--- config.mk ---
export PLATFORM = sky130hd
export DESIGN_NAME = ram_dma_copy
export DESIGN_NICKNAME = d
export VERILOG_FILES = /design/src/rtl/ram_dma_pkg.sv /design/src/rtl/ram_dma_copy.sv
export SDC_FILE = /design/constraint.sdc
export NUM_CORES = 1
export LEC_CHECK = 0
export BUFFER_PORTS_ARGS = -buffer_cell sky130_fd_sc_hd__buf_2
export CAP_MARGIN = 30
export CORE_MARGIN = 3
export CORE_UTILIZATION = 45
export DETAILED_ROUTE_END_ITERATION = 10
export HOLD_SLACK_MARGIN = 0.15
export PLACE_DENSITY = 0.7
export SLEW_MARGIN = 0
export SYNTH_ARGS = -nofsm -noshare
export SYNTH_HDL_FRONTEND = slang
export SYNTH_SLANG_ARGS = --single-unit
--- constraint.sdc ---
create_clock -name clk_i -period 2.5 [get_ports clk_i]
set_input_delay 0.125 -clock clk_i [delete_from_list [all_inputs] [get_ports clk_i]]
set_output_delay 0.125 -clock clk_i [all_outputs]
set_load 0.01 [all_outputs]
--- src/rtl/ram_dma_pkg.sv ---
// Purpose: shared FSM encoding and constants for the ram_dma_copy word-copy engine.
// Latency: n/a (types and constants only).
// Backpressure: n/a. VRD/VWAIT states exist only when RAM_DMA_VERIFY_EN is defined.
package ram_dma_pkg;

  // FSM encoding; the verify states are only present in verify builds.
  typedef enum logic [2:0] {
    StIdle  = 3'd0,
    StRd    = 3'd1,
    StWait  = 3'd2,
    StWr    = 3'd3,
`ifdef RAM_DMA_VERIFY_EN
    StVrd   = 3'd4,
    StVwait = 3'd5,
`endif
    StDone  = 3'd6
  } ram_dma_state_e;

  // Address step per copied word.
  localparam logic [31:0] WordBytes = 32'd4;

  // Byte enables for a full-word write.
  localparam logic [3:0]  BeFull    = 4'hF;

endpackage

--- src/rtl/ram_dma_copy.sv ---
// Purpose: copies len_i 32-bit words from src_addr_i to dst_addr_i over a single-port RAM port.
// Latency: 3 cycles per word (5 with RAM_DMA_VERIFY_EN read-back), done_o one cycle after the last word.
// Backpressure: WAIT/VWAIT stall indefinitely until rvalid_i; start_i is ignored while busy_o=1.
module ram_dma_copy
  import ram_dma_pkg::*;
#(
  parameter int unsigned LenW = 16
) (
  input  logic            clk_i,
  input  logic            rst_ni,
  input  logic            start_i,
  input  logic [31:0]     src_addr_i,
  input  logic [31:0]     dst_addr_i,
  input  logic [LenW-1:0] len_i,
  output logic            busy_o,
  output logic            done_o,
  output logic            err_o,
  output logic            req_o,
  output logic            we_o,
  output logic [3:0]      be_o,
  output logic [31:0]     addr_o,
  output logic [31:0]     wdata_o,
  input  logic            rvalid_i,
  input  logic [31:0]     rdata_i
);

  ram_dma_state_e  state_q;
  logic [31:0]     src_q;
  logic [31:0]     dst_q;
  logic [31:0]     data_q;
  logic [LenW-1:0] cnt_q;
  logic            err_q;

  // Copy sequencer: RD -> WAIT -> WR (-> VRD -> VWAIT) per word, DONE after the last word.
  always_ff @(posedge clk_i or negedge rst_ni) begin
    if (!rst_ni) begin
      state_q <= StIdle;
      src_q   <= '0;
      dst_q   <= '0;
      data_q  <= '0;
      cnt_q   <= '0;
      err_q   <= 1'b0;
    end else begin
      case (state_q)
        StIdle: begin
          if (start_i) begin
            src_q <= src_addr_i;
            dst_q <= dst_addr_i;
            cnt_q <= len_i;
            err_q <= 1'b0;
            if ((src_addr_i[1:0] != 2'b00) || (dst_addr_i[1:0] != 2'b00)) begin
              err_q   <= 1'b1;
              state_q <= StDone;
            end else if (len_i == '0) begin
              state_q <= StDone;
            end else begin
              state_q <= StRd;
            end
          end
        end
        StRd: state_q <= StWait;
        StWait: begin
          if (rvalid_i) begin
            data_q  <= rdata_i;
            state_q <= StWr;
          end
        end
`ifdef RAM_DMA_VERIFY_EN
        StWr:  state_q <= StVrd;
        StVrd: state_q <= StVwait;
        StVwait: begin
          if (rvalid_i) begin
            if (rdata_i != data_q) begin
              // Read-back mismatch aborts without advancing the pointers.
              err_q   <= 1'b1;
              state_q <= StDone;
            end else begin
              src_q   <= src_q + WordBytes;
              dst_q   <= dst_q + WordBytes;
              cnt_q   <= cnt_q - LenW'(1);
              state_q <= (cnt_q == LenW'(1)) ? StDone : StRd;
            end
          end
        end
`else
        StWr: begin
          src_q   <= src_q + WordBytes;
          dst_q   <= dst_q + WordBytes;
          cnt_q   <= cnt_q - LenW'(1);
          state_q <= (cnt_q == LenW'(1)) ? StDone : StRd;
        end
`endif
        StDone:  state_q <= StIdle;
        default: state_q <= StIdle;
      endcase
    end
  end

  // RAM port and status decoded from state only, so reset drops req_o asynchronously.
  always_comb begin
    busy_o  = (state_q != StIdle);
    done_o  = (state_q == StDone);
    err_o   = err_q;
    req_o   = 1'b0;
    we_o    = 1'b0;
    be_o    = 4'h0;
    addr_o  = 32'h0;
    wdata_o = 32'h0;
    case (state_q)
      StRd: begin
        req_o  = 1'b1;
        addr_o = src_q;
      end
      StWr: begin
        req_o   = 1'b1;
        we_o    = 1'b1;
        be_o    = BeFull;
        addr_o  = dst_q;
        wdata_o = data_q;
      end
`ifdef RAM_DMA_VERIFY_EN
      StVrd: begin
        req_o  = 1'b1;
        addr_o = dst_q;
      end
`endif
      default: ;
    endcase
  end

endmodule

==> impl_table.tex <==
\begin{tabular}{lr}
\hline
Metric & Value \\
\hline
\multicolumn{2}{l}{\textbf{Floorplan}} \\
Chip Height & 130 µm \\
Die X & 130 µm \\
Effective utilization at floorplan & 46.8\% \\
Cell row count & 44 \\
Core area & 14800 µm² \\
Die area & approximately 17000 µm² \\
Number of top-level pins & approximately 190 \\
\multicolumn{2}{l}{\textbf{Logic synthesis}} \\
Post-synth net total & 874 \\
\#FFs+latches synth & about 120 \\
Top flip-flop cell by instance count after synthesis & dfrtp\_1 \\
Number of instances in the synthesized netlist & 754 \\
Yosys warning count & 0 \\
Number of synthesized flops with an enable pin & 0 \\
Average footprint of a synthesized cell & 9.16 µm² \\
Synth area leader & dfrtp\_1 \\
Biggest area contributors in the synthesized netlist & dfrtp\_1 (42\%), nor2\_1 (5.5\%), mux2\_2 (5.4\%), mux2i\_1 (5.2\%), nand2\_1 (3.9\%) \\
Netlist area before placement & 6910 µm² \\
Share of synthesized registers carrying an async set or reset & 100\% \\
Sequential-to-total area share from yosys stat & a little over two fifths \\
Top-area cell type share of the netlist area & 42.0\% \\
Count of different cell masters after synthesis & 67 \\
\multicolumn{2}{l}{\textbf{Setup path}} \\
Reg2Reg Launch Point & dst\_q[9] \\
Path type of the worst setup path & register to output port \\
Endpoint of the worst-slack reg-to-reg timing path & dst\_q[26] \\
Endpoint kind of the worst setup timing path & output port \\
Critical path's slowest cell & dfrtp\_2 \\
Arr. time, crit path & 2180 ps \\
Cells along the critical path & nand3b\_4, inv\_2, buf\_4, and2\_1, buf\_2 \\
Worst Setup EP & wdata\_o[3] \\
Slack of the worst reg-to-reg path & 370 ps \\
Stage delay of the slowest cell on the critical path & 470 ps \\
Startpoint kind of the worst setup timing path & register \\
Worst-case reg-to-reg path depth & 5 \\
Critical path data required time & 2380 ps \\
Setup crit start & state\_q[1] \\
Crit-path max FO & 37 \\
\multicolumn{2}{l}{\textbf{Layout}} \\
Count of non-filler cells in the finished layout & 1232 \\
Commonest cells after routing, fill and taps aside & buf\_2 (187), dfrtp\_1 (115), dlygate4sd3\_1 (114) \\
Most common cell after layout, fill and taps aside & buf\_2 \\
Area growth from synthesis to layout & 42.0\% \\
Final-stage net count & 1155 \\
Share of post-route cells with drive strength above 1 & 28.0\% \\
\# fillers & 1178 \\
Diode insertion count for antenna repair & 0 \\
\multicolumn{2}{l}{\textbf{Timing}} \\
Unrepaired setup endpoints after global routing & false \\
Slew at the pin closest to its max-slew limit & 682 ps \\
Clock tree skew after final layout & 6.84 ps \\
Total Neg Setup Slack & 0 ps \\
Maximum clock frequency & $\sim$430 MHz \\
Count of final setup violators & 0 \\
Fin crit period & approximately 2300 ps \\
Max-slew violation total from the final report & 0 \\
Share of the clock period used by the worst path after layout & around 92\% \\
Worst relative slew slack & 54.1\% \\
Number of failing hold endpoints at the final stage & 0 \\
Smallest hold slack & between 150 and 200 ps \\
\multicolumn{2}{l}{\textbf{Clocking}} \\
Clock net sink count & 116 \\
CTS buffer count & 17 \\
Setup fix buffers added after clock tree synthesis & 0 \\
Maximum buffer depth of the clock tree & 2 \\
Maximum level of the CTS H-tree & 4 \\
TritonCTS clock tree & yes \\
Clock transition at the registers of the reported paths & 60 ps \\
Number of resized instances in the post-cts repair step & 0 \\
Insertion delay of the later-clocked pin in the worst-skew pair & 420 ps \\
Buffer type at the clock tree root & clkbuf\_16 \\
\multicolumn{2}{l}{\textbf{Global routing}} \\
Remaining global-route overflow & 0 \\
Vias in the first global route & 7238 \\
Largest net degree at the start of global routing & 65 \\
Wire length of the first global-routing pass & 36300 µm \\
Antenna violations before repair & 0 \\
Overall global routing resource usage & 27.2\% \\
\multicolumn{2}{l}{\textbf{Place}} \\
Global placement routability congestion & a little under 0.9 \\
Number of port buffers & 188 \\
Post-placement cell count & approximately 1100 \\
HPWL reported at the end of detailed placement & 15000 µm \\
\multicolumn{2}{l}{\textbf{Routing}} \\
Via density per instance & 5.81 \\
Via count & about 7200 \\
Avg WL per Cell & approximately 18 µm \\
First-iteration detailed-routing DRC count & 581 \\
Post-detailed-routing wire length & 22800 µm \\
DRT Pass-1 Iters & 5 \\
DRC Markers & 0 \\
Post-DRT Antenna Nets & 0 \\
\multicolumn{2}{l}{\textbf{Pwr}} \\
Peak ir drop on the vdd network & approximately 0.81 mV \\
P per Cell Area & between 1000 and 1500 nW/µm² \\
Leakage component of the power & 4.45 nW \\
Final total power & 12.0 mW \\
\multicolumn{2}{l}{\textbf{Hold path}} \\
HP Class & primary input to register \\
\multicolumn{2}{l}{\textbf{Status}} \\
Outcome & complete, no violations \\
\multicolumn{2}{l}{\textbf{Flow run}} \\
Maximum capacitance violations & 0 \\
\hline
\end{tabular}
## critical path, delay by kind of cell (launching register included)
family	cells	cell delay [ps]
buffers and inverters	3	840
DFF	1	470
and+or+nand+nor	2	450
## sequential cells by signal (all words and copies together), names as in the netlist
register	flops
dst_q	32
err_o	1
src_q	32
data_q	32
state_q	3
cnt_q	16
## worst min path at each step
stage | from | to | slack [ps] | depth (start not counted)
2_1_floorplan | rst_ni | cnt_q[0] | -170 | 0
3_3_place_gp | rst_ni | src_q[10] | 200 | 1
3_5_place_dp | rst_ni | src_q[29] | 200 | 1
4_1_cts | start_i | state_q[1] | 160 | 3
5_1_grt | start_i | src_q[17] | 190 | 3
6_report | start_i | src_q[17] | 170 | 3
## synthesized netlist by cell type (all sizes together) (12+ instances only)
cell type and number:
clkbuf 22, a211oi 18, nand3 35, and2 35, nor3 17, inv 13
a21oi 30, o211ai 12, nand4 17, nor4 14, nor2 104, nand2 72
mux2i 36, o21ai 12, buf 36, a311oi 22, dfrtp 116, mux2 33
## cell type report
class / count / area [µm²] / area share, %
multi-input combinational: 567 / 3690 / 37.6
timing repair buffer: 320 / 2280 / 23.3
inverter: 13 / 48.8 / 0.497
tap: 184 / 230 / 2.35
clock inverter: 13 / 205 / 2.09
clock buffer: 19 / 453 / 4.62
sequential: 116 / 2900 / 29.6
## metal layers
metal  wire (µm)  track usage [%]  vias to the layer above
met4         759             11.1                        0
met1        9460             34.4                     3416
met5           0                0                        -
li1            -                -                     3340
met2       10800             44.6                      348
met3        1710             6.96                       55
## logic make-up (layout without fill, tap and decap cells)
| logic type | after synthesis | count (layout) | synth area share [%] |
|---|---|---|---|
| compound gates | 150 | 150 | 15.5 |
| flops | 116 | 116 | 42.0 |
| buf+inv | 71 | 365 | 4.73 |
| fa+ha+maj | 4 | 4 | 0.725 |
| mux | 69 | 69 | 10.6 |
| simple gates | 341 | 341 | 26.1 |
| xor+xnor | 3 | 3 | 0.380 |
## repair_timing
action / 4_1_cts / 5_1_grt
endpoints found under the hold margin: 161 / 0
hold buffers: 114 / 0
endpoints found under the setup margin: 0 / 0
## power by group
group          total, mW  internal [mW]  leakage (nW)  switching, mW
Sequential          3.88           2.79          1.34           1.09
Clock               2.72           1.82         0.315          0.907
Combinational       5.44           2.39          2.80           3.05
## per-stage QoR
step           area, µm²  worst slack [ps]  util, %
3_3_place_gp        8010               473     54.3
2_1_floorplan       6910               590        -
6_report            9810               198     66.5
3_5_place_dp        8010               413     54.3
4_1_cts             9810               208     66.5
5_1_grt             9810              60.3     66.5
(Power assumes the default switching activity.)
